===== src/rtl/alu_share_if.sv =====
// Requester-side bundle for alu_share_arbiter: an operation request handshake
// plus the matching response handshake for one requester.
interface alu_share_if #(
  parameter int WIDTH = 32
);
  logic             req_valid;
  logic             req_ready;
  logic [WIDTH-1:0] req_src_a;
  logic [WIDTH-1:0] req_src_b;
  logic [3:0]       req_ctrl;
  logic             req_ign_exc;
  logic             rsp_valid;
  logic             rsp_ready;
  logic [WIDTH-1:0] rsp_res;
  logic             rsp_zero;
  logic             rsp_exc;
  logic [4:0]       rsp_exc_code;

  modport master (
    output req_valid, req_src_a, req_src_b, req_ctrl, req_ign_exc, rsp_ready,
    input  req_ready, rsp_valid, rsp_res, rsp_zero, rsp_exc, rsp_exc_code
  );

  modport slave (
    input  req_valid, req_src_a, req_src_b, req_ctrl, req_ign_exc, rsp_ready,
    output req_ready, rsp_valid, rsp_res, rsp_zero, rsp_exc, rsp_exc_code
  );
endinterface


===== src/rtl/alu_share_arbiter.sv =====
// Time-shares one combinational ALU between the EX stage (port 0) and the
// coprocessor path (port 1): registered issue stage, one response buffer per port.
module alu_share_arbiter #(
  parameter bit FIXED_PRIO = 1'b0,
  parameter int WIDTH      = 32
) (
  input  logic             clk,
  input  logic             rst_n,
  alu_share_if.slave       io_port0,
  alu_share_if.slave       io_port1,
  output logic [WIDTH-1:0] o_alu_src_a,
  output logic [WIDTH-1:0] o_alu_src_b,
  output logic [3:0]       o_alu_ctrl,
  output logic             o_alu_ign_exc,
  input  logic [WIDTH-1:0] i_alu_res,
  input  logic             i_alu_zero,
  input  logic             i_alu_exc,
  input  logic [4:0]       i_alu_exc_code
);

  logic [1:0]            w_req_valid;
  logic [1:0]            w_rsp_ready;
  logic [1:0][WIDTH-1:0] w_src_a;
  logic [1:0][WIDTH-1:0] w_src_b;
  logic [1:0][3:0]       w_ctrl;
  logic [1:0]            w_ign_exc;
  logic [1:0]            w_inflight;
  logic [1:0]            w_elig;
  logic [1:0]            w_grant;
  logic [1:0]            w_drain;
  logic                  w_pick1;

  logic                  r_rr_ptr;
  logic                  r_vld_p1;
  logic                  r_owner_p1;
  logic [WIDTH-1:0]      r_src_a_p1;
  logic [WIDTH-1:0]      r_src_b_p1;
  logic [3:0]            r_ctrl_p1;
  logic                  r_ign_exc_p1;

  logic [1:0]            r_vld_p2;
  logic [1:0][WIDTH-1:0] r_res_p2;
  logic [1:0]            r_zero_p2;
  logic [1:0]            r_exc_p2;
  logic [1:0][4:0]       r_exc_code_p2;

  assign w_req_valid = {io_port1.req_valid,   io_port0.req_valid};
  assign w_rsp_ready = {io_port1.rsp_ready,   io_port0.rsp_ready};
  assign w_src_a     = {io_port1.req_src_a,   io_port0.req_src_a};
  assign w_src_b     = {io_port1.req_src_b,   io_port0.req_src_b};
  assign w_ctrl      = {io_port1.req_ctrl,    io_port0.req_ctrl};
  assign w_ign_exc   = {io_port1.req_ign_exc, io_port0.req_ign_exc};

  // A port with an op in the issue stage or a full buffer may not accept,
  // even if that buffer is being drained this very cycle.
  assign w_inflight = {r_vld_p1 & r_owner_p1, r_vld_p1 & ~r_owner_p1};
  assign w_elig     = w_req_valid & ~w_inflight & ~r_vld_p2;
  assign w_pick1    = FIXED_PRIO ? 1'b0 : r_rr_ptr;
  assign w_drain    = r_vld_p2 & w_rsp_ready;

  always_comb begin
    w_grant = 2'b00;
    if (rst_n) begin
      if (w_elig[0] && !(w_elig[1] && w_pick1)) begin
        w_grant[0] = 1'b1;
      end else if (w_elig[1]) begin
        w_grant[1] = 1'b1;
      end
    end
  end

  // p0 -> p1: accept into the issue stage that drives the shared ALU
  always_ff @(posedge clk or negedge rst_n) begin
    if (!rst_n) begin
      r_rr_ptr     <= 1'b0;
      r_vld_p1     <= 1'b0;
      r_owner_p1   <= 1'b0;
      r_src_a_p1   <= '0;
      r_src_b_p1   <= '0;
      r_ctrl_p1    <= '0;
      r_ign_exc_p1 <= 1'b0;
    end else begin
      r_vld_p1 <= |w_grant;
      if (|w_grant) begin
        r_rr_ptr     <= w_grant[0];
        r_owner_p1   <= w_grant[1];
        r_src_a_p1   <= w_src_a[w_grant[1]];
        r_src_b_p1   <= w_src_b[w_grant[1]];
        r_ctrl_p1    <= w_ctrl[w_grant[1]];
        r_ign_exc_p1 <= w_ign_exc[w_grant[1]];
      end
    end
  end

  // p1 -> p2: capture ALU outputs into the owner's response buffer
  always_ff @(posedge clk or negedge rst_n) begin
    if (!rst_n) begin
      r_vld_p2      <= '0;
      r_res_p2      <= '0;
      r_zero_p2     <= '0;
      r_exc_p2      <= '0;
      r_exc_code_p2 <= '0;
    end else begin
      for (int i = 0; i < 2; i++) begin
        if (w_inflight[i]) begin
          r_vld_p2[i]      <= 1'b1;
          r_res_p2[i]      <= i_alu_res;
          r_zero_p2[i]     <= i_alu_zero;
          r_exc_p2[i]      <= i_alu_exc;
          r_exc_code_p2[i] <= i_alu_exc_code;
        end else if (w_drain[i]) begin
          r_vld_p2[i] <= 1'b0;
        end
      end
    end
  end

  assign o_alu_src_a   = r_src_a_p1;
  assign o_alu_src_b   = r_src_b_p1;
  assign o_alu_ctrl    = r_ctrl_p1;
  assign o_alu_ign_exc = r_ign_exc_p1;

  assign io_port0.req_ready    = w_grant[0];
  assign io_port0.rsp_valid    = r_vld_p2[0];
  assign io_port0.rsp_res      = r_res_p2[0];
  assign io_port0.rsp_zero     = r_zero_p2[0];
  assign io_port0.rsp_exc      = r_exc_p2[0];
  assign io_port0.rsp_exc_code = r_exc_code_p2[0];

  assign io_port1.req_ready    = w_grant[1];
  assign io_port1.rsp_valid    = r_vld_p2[1];
  assign io_port1.rsp_res      = r_res_p2[1];
  assign io_port1.rsp_zero     = r_zero_p2[1];
  assign io_port1.rsp_exc      = r_exc_p2[1];
  assign io_port1.rsp_exc_code = r_exc_code_p2[1];

endmodule

===== src/flat_wrapper.sv =====
// flat-port wrapper written by rule: the top's interface ports become plain ports
module alu_share_arbiter_flat 
#(
  parameter bit FIXED_PRIO = 1'b0,
  parameter int WIDTH      = 32
)
  (clk, rst_n, o_alu_src_a, o_alu_src_b, o_alu_ctrl, o_alu_ign_exc, i_alu_res, i_alu_zero, i_alu_exc, i_alu_exc_code, io_port0_req_valid, io_port0_req_src_a, io_port0_req_src_b, io_port0_req_ctrl, io_port0_req_ign_exc, io_port0_rsp_ready, io_port0_req_ready, io_port0_rsp_valid, io_port0_rsp_res, io_port0_rsp_zero, io_port0_rsp_exc, io_port0_rsp_exc_code, io_port1_req_valid, io_port1_req_src_a, io_port1_req_src_b, io_port1_req_ctrl, io_port1_req_ign_exc, io_port1_rsp_ready, io_port1_req_ready, io_port1_rsp_valid, io_port1_rsp_res, io_port1_rsp_zero, io_port1_rsp_exc, io_port1_rsp_exc_code);
  alu_share_if #(.WIDTH(WIDTH)) io_port0_i ();
  alu_share_if #(.WIDTH(WIDTH)) io_port1_i ();
  input  logic clk;
  input  logic rst_n;
  output logic [WIDTH-1:0] o_alu_src_a;
  output logic [WIDTH-1:0] o_alu_src_b;
  output logic [3:0] o_alu_ctrl;
  output logic o_alu_ign_exc;
  input  logic [WIDTH-1:0] i_alu_res;
  input  logic i_alu_zero;
  input  logic i_alu_exc;
  input  logic [4:0] i_alu_exc_code;
  input wire logic [$bits(io_port0_i.req_valid)-1:0] io_port0_req_valid;
  input wire logic [$bits(io_port0_i.req_src_a)-1:0] io_port0_req_src_a;
  input wire logic [$bits(io_port0_i.req_src_b)-1:0] io_port0_req_src_b;
  input wire logic [$bits(io_port0_i.req_ctrl)-1:0] io_port0_req_ctrl;
  input wire logic [$bits(io_port0_i.req_ign_exc)-1:0] io_port0_req_ign_exc;
  input wire logic [$bits(io_port0_i.rsp_ready)-1:0] io_port0_rsp_ready;
  output wire logic [$bits(io_port0_i.req_ready)-1:0] io_port0_req_ready;
  output wire logic [$bits(io_port0_i.rsp_valid)-1:0] io_port0_rsp_valid;
  output wire logic [$bits(io_port0_i.rsp_res)-1:0] io_port0_rsp_res;
  output wire logic [$bits(io_port0_i.rsp_zero)-1:0] io_port0_rsp_zero;
  output wire logic [$bits(io_port0_i.rsp_exc)-1:0] io_port0_rsp_exc;
  output wire logic [$bits(io_port0_i.rsp_exc_code)-1:0] io_port0_rsp_exc_code;
  input wire logic [$bits(io_port1_i.req_valid)-1:0] io_port1_req_valid;
  input wire logic [$bits(io_port1_i.req_src_a)-1:0] io_port1_req_src_a;
  input wire logic [$bits(io_port1_i.req_src_b)-1:0] io_port1_req_src_b;
  input wire logic [$bits(io_port1_i.req_ctrl)-1:0] io_port1_req_ctrl;
  input wire logic [$bits(io_port1_i.req_ign_exc)-1:0] io_port1_req_ign_exc;
  input wire logic [$bits(io_port1_i.rsp_ready)-1:0] io_port1_rsp_ready;
  output wire logic [$bits(io_port1_i.req_ready)-1:0] io_port1_req_ready;
  output wire logic [$bits(io_port1_i.rsp_valid)-1:0] io_port1_rsp_valid;
  output wire logic [$bits(io_port1_i.rsp_res)-1:0] io_port1_rsp_res;
  output wire logic [$bits(io_port1_i.rsp_zero)-1:0] io_port1_rsp_zero;
  output wire logic [$bits(io_port1_i.rsp_exc)-1:0] io_port1_rsp_exc;
  output wire logic [$bits(io_port1_i.rsp_exc_code)-1:0] io_port1_rsp_exc_code;
  assign io_port0_i.req_valid = io_port0_req_valid;
  assign io_port0_i.req_src_a = io_port0_req_src_a;
  assign io_port0_i.req_src_b = io_port0_req_src_b;
  assign io_port0_i.req_ctrl = io_port0_req_ctrl;
  assign io_port0_i.req_ign_exc = io_port0_req_ign_exc;
  assign io_port0_i.rsp_ready = io_port0_rsp_ready;
  assign io_port0_req_ready = io_port0_i.req_ready;
  assign io_port0_rsp_valid = io_port0_i.rsp_valid;
  assign io_port0_rsp_res = io_port0_i.rsp_res;
  assign io_port0_rsp_zero = io_port0_i.rsp_zero;
  assign io_port0_rsp_exc = io_port0_i.rsp_exc;
  assign io_port0_rsp_exc_code = io_port0_i.rsp_exc_code;
  assign io_port1_i.req_valid = io_port1_req_valid;
  assign io_port1_i.req_src_a = io_port1_req_src_a;
  assign io_port1_i.req_src_b = io_port1_req_src_b;
  assign io_port1_i.req_ctrl = io_port1_req_ctrl;
  assign io_port1_i.req_ign_exc = io_port1_req_ign_exc;
  assign io_port1_i.rsp_ready = io_port1_rsp_ready;
  assign io_port1_req_ready = io_port1_i.req_ready;
  assign io_port1_rsp_valid = io_port1_i.rsp_valid;
  assign io_port1_rsp_res = io_port1_i.rsp_res;
  assign io_port1_rsp_zero = io_port1_i.rsp_zero;
  assign io_port1_rsp_exc = io_port1_i.rsp_exc;
  assign io_port1_rsp_exc_code = io_port1_i.rsp_exc_code;
  alu_share_arbiter #(.FIXED_PRIO(FIXED_PRIO), .WIDTH(WIDTH)) u_core (.clk(clk), .rst_n(rst_n), .io_port0(io_port0_i), .io_port1(io_port1_i), .o_alu_src_a(o_alu_src_a), .o_alu_src_b(o_alu_src_b), .o_alu_ctrl(o_alu_ctrl), .o_alu_ign_exc(o_alu_ign_exc), .i_alu_res(i_alu_res), .i_alu_zero(i_alu_zero), .i_alu_exc(i_alu_exc), .i_alu_exc_code(i_alu_exc_code));
endmodule

===== config.mk =====
export PLATFORM = sky130hd
export DESIGN_NAME = alu_share_arbiter_flat
export DESIGN_NICKNAME = d
export VERILOG_FILES = /design/src/rtl/alu_share_if.sv /design/src/rtl/alu_share_arbiter.sv /design/src/flat_wrapper.sv
export SDC_FILE = /design/constraint.sdc
export NUM_CORES = 1
export LEC_CHECK = 0
export CORE_MARGIN = 2
export CORE_UTILIZATION = 36
export CTS_CLUSTER_DIAMETER = 30
export DETAILED_ROUTE_END_ITERATION = 12
export GPL_ROUTABILITY_DRIVEN = 1
export PLACE_DENSITY = 0.87
export RECOVER_POWER = 100
export SLEW_MARGIN = 15
export SYNTH_ARGS = -nofsm -noshare
export SYNTH_HDL_FRONTEND = slang
export SYNTH_SLANG_ARGS = --single-unit
export TNS_END_PERCENT = 30

===== constraint.sdc =====
create_clock -name clk -period 1.66 [get_ports clk]
set_input_delay 0.332 -clock clk [delete_from_list [all_inputs] [get_ports clk]]
set_output_delay 0.332 -clock clk [all_outputs]
set_load 0.01 [all_outputs]

# Word-level counts from Yosys, hierarchy flattened
# Cells that the tools add are included.
[classes]
magnitude_cmp = 1
muxes = 16
n_bitwise = 8
n_reduce_logical = 6
[op_table]
columns = ["operator", "n"]
rows = [
  ["$mux W32", 4],
  ["$mux W1", 9],
  ["$mux W4", 2],
  ["$and A2 B2 Y2", 3],
  ["$not A2 Y2", 2],
  ["$reduce_bool A2 Y1", 2],
  ["$and A1 B1 Y1", 2],
  ["$logic_and A1 B1 Y1", 2],
  ["$lt A1 B2 Y1 const B", 1],
  ["$mux W2", 1],
  ["$reduce_or A2 Y1", 1],
  ["$logic_not A1 Y1", 1],
  ["$not A1 Y1", 1],
]
[word_totals]
regBits = 152
in_bits = 183
out_inout_bits = 151
wordCells = 48

# Depth between registers and ports, before layout
[logic_depth]
depth_word = 12
depth_mapped = 7
mapped_depth_nobuf = 4

# Least setup slack after synthesis
# OpenSTA, ideal clock, no wires.
[synth_timing]
path_kind = "flip-flop to flip-flop"
from = "register u_core.r_vld_p2[0]"
to = "register u_core.r_ctrl_p1[0], in the netlist u_core.o_alu_ctrl[0]"
setup_ns = 0.131
t_arrival_ns = 1.600
t_required_ns = 1.529
path_slack_ns = -0.071
stages_incl_launch_ff = 8
n_path_buf = 3
synth_period_minus_slack_ns = 1.731
cell_sequence = "dfrtp_1 nand2b_1 or3_1 clkbuf_1 buf_6 buf_6 a311oi_1 a2bb2oi_1"
[synth_between]
elab_chain_len = 7
elab_cells_between_ends = 9
cone_classes = "mux: 5; bitwise: 2; reduce/logical: 2"
[synth_lines]
columns = ["item", "line", "source"]
rows = [
  ["start, declared", "alu_share_arbiter.sv:41", "logic [1:0] r_vld_p2;"],
  ["start signal, assigned", "alu_share_arbiter.sv:98", "r_vld_p2 <= '0;"],
  ["start signal, assigned by index", "alu_share_arbiter.sv:106", "r_vld_p2[i] <= 1'b1;"],
  ["start signal, assigned by index", "alu_share_arbiter.sv:112", "r_vld_p2[i] <= 1'b0;"],
  ["$not A2 Y2 *", "alu_share_arbiter.sv:57", "assign w_elig = w_req_valid & ~w_inflight & ~r_vld_p2;"],
  ["$and A2 B2 Y2 *", "alu_share_arbiter.sv:57", ""],
  ["$logic_and A1 B1 Y1 *", "alu_share_arbiter.sv:64", "if (w_elig[0] && !(w_elig[1] && w_pick1)) begin"],
  ["$mux W1", "alu_share_arbiter.sv:64", ""],
  ["$mux W2 *", "alu_share_arbiter.sv:63", "if (rst_n) begin"],
  ["$mux W4 (not written as such) (2 in a row)", "alu_share_arbiter.sv:89", "r_ctrl_p1 <= w_ctrl[w_grant[1]];"],
  ["end signal, assigned", "alu_share_arbiter.sv:89", ""],
  ["end, declared", "alu_share_arbiter.sv:38", "logic [3:0] r_ctrl_p1;"],
]
# Mark *: on every way between the ends. The rest lies on a longest branch, timed or not. The select of a mux whose other input is x is not followed.
# A chain may end at the register's enable or synchronous reset.

# Worst setup path after layout
[layout_timing]
from = "register u_core.r_vld_p1"
to = "register u_core.r_src_b_p1[2], in the netlist u_core.o_alu_src_b[2]"
[layout_between]
elab_chain_len = 11
elab_cells_between_ends = 15
cone_classes = "mux: 6; bitwise: 5; reduce/logical: 4"
[layout_lines]
columns = ["item", "line", "source"]
rows = [
  ["start, declared", "alu_share_arbiter.sv:34", "logic r_vld_p1;"],
  ["start signal, assigned", "alu_share_arbiter.sv:83", "r_vld_p1 <= |w_grant;"],
  ["$and A1 B1 Y1", "alu_share_arbiter.sv:56", "assign w_inflight = {r_vld_p1 & r_owner_p1, r_vld_p1 & ~r_owner_p1};"],
  ["$not A2 Y2 *", "alu_share_arbiter.sv:57", ""],
  ["$and A2 B2 Y2 * (2 in a row)", "alu_share_arbiter.sv:57", ""],
  ["$logic_and A1 B1 Y1", "alu_share_arbiter.sv:64", ""],
  ["$logic_not A1 Y1", "alu_share_arbiter.sv:64", ""],
  ["$logic_and A1 B1 Y1", "alu_share_arbiter.sv:64", ""],
  ["$mux W1", "alu_share_arbiter.sv:64", ""],
  ["$mux W2 *", "alu_share_arbiter.sv:63", ""],
  ["$mux W32 (not written as such) (2 in a row)", "alu_share_arbiter.sv:88", "r_src_b_p1 <= w_src_b[w_grant[1]];"],
  ["end signal, assigned", "alu_share_arbiter.sv:88", ""],
  ["end, declared", "alu_share_arbiter.sv:37", "logic [WIDTH-1:0] r_src_b_p1;"],
]
# Marks and branches as above.

==> impl_metrics.toml <==
[outcome]
outcome = "finished, violations left"
violations = "negative setup slack"

[yosys]
synth_mux_area_share_pct = 6.63
ys_seq_elements = 152
synthSimpleGateAreaFrac_pct = 7.80
synth_top_family_by_area = "compound AO/OA/AOI/OAI gates"
syn_nets = 786
syn_avg_cell_area_um2 = 11.0
synth_cells = 603
yosysSeqAreaShare_pct = 57.4
mappedNetlistArea_um2 = 6620
synth_xor_area_share_pct = 0
synth_top_area_cell = "dfrtp_1"
yosysWarningCount = 0
synth.top_cells.by_area = "dfrtp_1 (57%), a2bb2oi_1 (9.1%), a311oi_1 (9.1%), nand2_1 (6.7%), mux2_2 (6.6%)"
synth_compound_area_share_pct = 24.0
synth_cell_type_count = 21
netlist.area_leader.share_pct = 57.4
synthAdderAreaFrac_pct = 0

[clock_tree]
clk_pin_slew_ps = 70
cts_inserted_buffers = 17
h-tree-depth = 4
cts_tree = "built"
ctsLongestPathBuffers = 2
cts_root_buf = "clkbuf_16"
clock-sinks = 152
insertion_delay_ps = 420

[finish]
syn_to_final_growth_pct = 73.3
fillers = 1418
layout.nets = 1121
drive_above_1_share_pct = 19.9
antenna_cells = 0
final_area_um2 = 11500

[worst_hold_path]
hold_path_depth = 3
hold_start = "rst_n"
hold_class = "input port to flop"
min_to = "u_core.r_rr_ptr"

[grt]
antenna_found_initial = 0
grt_pass1_wl_um = 39300
grt_overflow = 0
grt_pass1_vias = 6950
grt_max_degree = 70
gr-usage-all-layers_pct = 25.5

[worst_setup_path]
r2r_slack_ps = -130
reg2reg_depth = 5
r2r_start = "u_core.r_vld_p1"
required_ps = 1950
worst_setup_path_start_kind = "flop"
crit_type = "flop to flop"
rr_endpoint = "u_core.o_alu_src_b[2]"
crit_fanout = 17
cp.arrival_ps = 2090
cp-end-kind = "flop"

[floorplan]
start_util_pct = 36.7
dieHeight_um = 140
io_pins = 334
die_w_um = 140
die_area_um2 = 19500
core_um2 = 18000
rows = 49

[placed_design]
placed_area_um2 = 10400
port_buffers = 333
gp_congestion = 0.804
place_ws_ps = -596
dp.final_hpwl_um = 16300

[timing]
rsz0062_at_grt = "true"
period_minus_slack_ps = 1790
max_freq_ghz = 0.557
worst_pin_slew_ps = 615
finalHoldWorstSlack_ps = 233
timing.slew.headroom_pct = 59.0
skew_ps = 9.08
report.final.slew_viol_count = 0
hold_viol = 0
finalCritPeriodShare_pct = 108
finalSetupViolCount = 110
fin_ws_ps = -135

[detailed_routing]
drt_wl_total_um = 26000
drc_errors = 0
vias = 6587
antenna_left = 0
vias_per_cell = 5.58
dr.pass1.iters = 5
drt_iter0_markers = 276
wl_per_cell_um = 22.0

[run]
drv_cap = 0

[power_and_ir_drop]
vdd_drop_max_uv = 1000
design_power_total_mw = 20.1
power_density_nw_per_um2 = 1750
leakage_nw = 4.81
## power breakdown
| part | total (mW) | internal, mW | switching [mW] |
|---|---|---|---|
| clock | 3.88 | 2.14 | 1.75 |
| combinational | 9.73 | 4.94 | 4.79 |
| sequential | 6.53 | 5.51 | 1.02 |
| total | 20.1 | 12.6 | 7.56 |
## layer usage
metal  vias up  global-route usage (%)  routed length (um)
met5         -                       0                   0
met4         0                    9.95                 781
met3        57                    8.67                2520
met2       370                    41.7               12400
met1      3245                    31.2               10300
li1       2915                       -                   -
## critical path: stages (launching register included)
cell and delay (ps):
dfrtp_1 420, nor2b_4 150, or3_4 470, buf_16 210, a311oi_2 300, a2bb2oi_1 110
## cell usage after synthesis, drive strengths merged
cell     count
a311oi      69
clkbuf      48
dfrtp      152
nand2      119
buf         16
nand2b       2
and2         1
a21oi        2
nand3        2
nor2b        3
or3          1
o21ai       72
inv          3
a2bb2oi     69
nor3         1
a22oi        1
mux2        39
nor2         3
## registers in the layout, indices dropped and copies added, names as in the netlist
signal                        cells
u_core.io_port0.rsp_res          32
u_core.io_port1.rsp_exc_code      5
u_core.r_owner_p1                 1
u_core.o_alu_src_a               32
u_core.r_exc_p2                   2
u_core.o_alu_src_b               32
u_core.r_vld_p2                   2
u_core.r_zero_p2                  2
u_core.io_port0.rsp_exc_code      5
u_core.io_port1.rsp_res          32
u_core.r_rr_ptr                   1
u_core.r_vld_p1                   1
u_core.o_alu_ctrl                 4
u_core.o_alu_ign_exc              1
## cell usage in the layout (no fill, tap or decap), types with 23 or more instances in the layout
master           count
a311oi_1            23
clkdlybuf4s25_1     29
a311oi_2            45
nand2_1            118
mux2_2              39
a2bb2oi_1           58
clkdlybuf4s50_1    183
o21ai_0             72
dlygate4sd2_1      117
dfrtp_1            152
## logic make-up (layout without fill, tap and decap cells)
logic type | count (synthesis) | in the layout
AOI/OAI and AO/OA | 213 | 213
DFF | 152 | 152
and+or+nand+nor | 132 | 132
buffers and inverters | 67 | 415
muxes | 39 | 39
## layout make-up
| cell class | instances | area, um^2 | share of cell area, % |
|---|---|---|---|
| Sequential cell | 152 | 3800 | 33.1 |
| Clock inverter | 14 | 154 | 1.34 |
| Timing Repair Buffer | 380 | 3820 | 33.3 |
| Tap cell | 229 | 287 | 2.50 |
| Multi-Input combinational cell | 384 | 2970 | 25.9 |
| Inverter | 3 | 11.3 | 0.0981 |
| Clock buffer | 18 | 429 | 3.74 |
## how the worst max path moves through the flow
stage | end | startpoint | cells after the start
global placement | io_port1_req_ready | io_port1_req_valid | 5
CTS | u_core.o_alu_src_b[2] | io_port0_req_valid | 7
detailed placement | u_core.o_alu_src_a[29] | io_port0_req_valid | 7
global route | u_core.o_alu_src_a[12] | u_core.r_vld_p1 | 5
floorplan | u_core.o_alu_src_a[10] | u_core.r_vld_p2[0] | 6
finish | u_core.o_alu_src_b[2] | u_core.r_vld_p1 | 5
## metrics by stage
stage,cells,setup TNS [ps],util (%)
5_1_grt,1180,-14200,63.7
6_report,1180,-6430,63.7
3_5_place_dp,1134,-37850,57.8
3_3_place_gp,1134,-35310,57.8
2_1_floorplan,603,-29.7,-
4_1_cts,1175,-4460,62.3
## what timing repair did
action | in CTS | in global routing
hold buffers | 2 | 0
setup buffers | 4 | 0
resized for setup | 168 | 62
hold endpoints to repair | 35 | 0
gates cloned | 3 | 5
pin swaps | 7 | 19
setup endpoints to repair | 189 | 140
(Power assumes the default switching activity.)
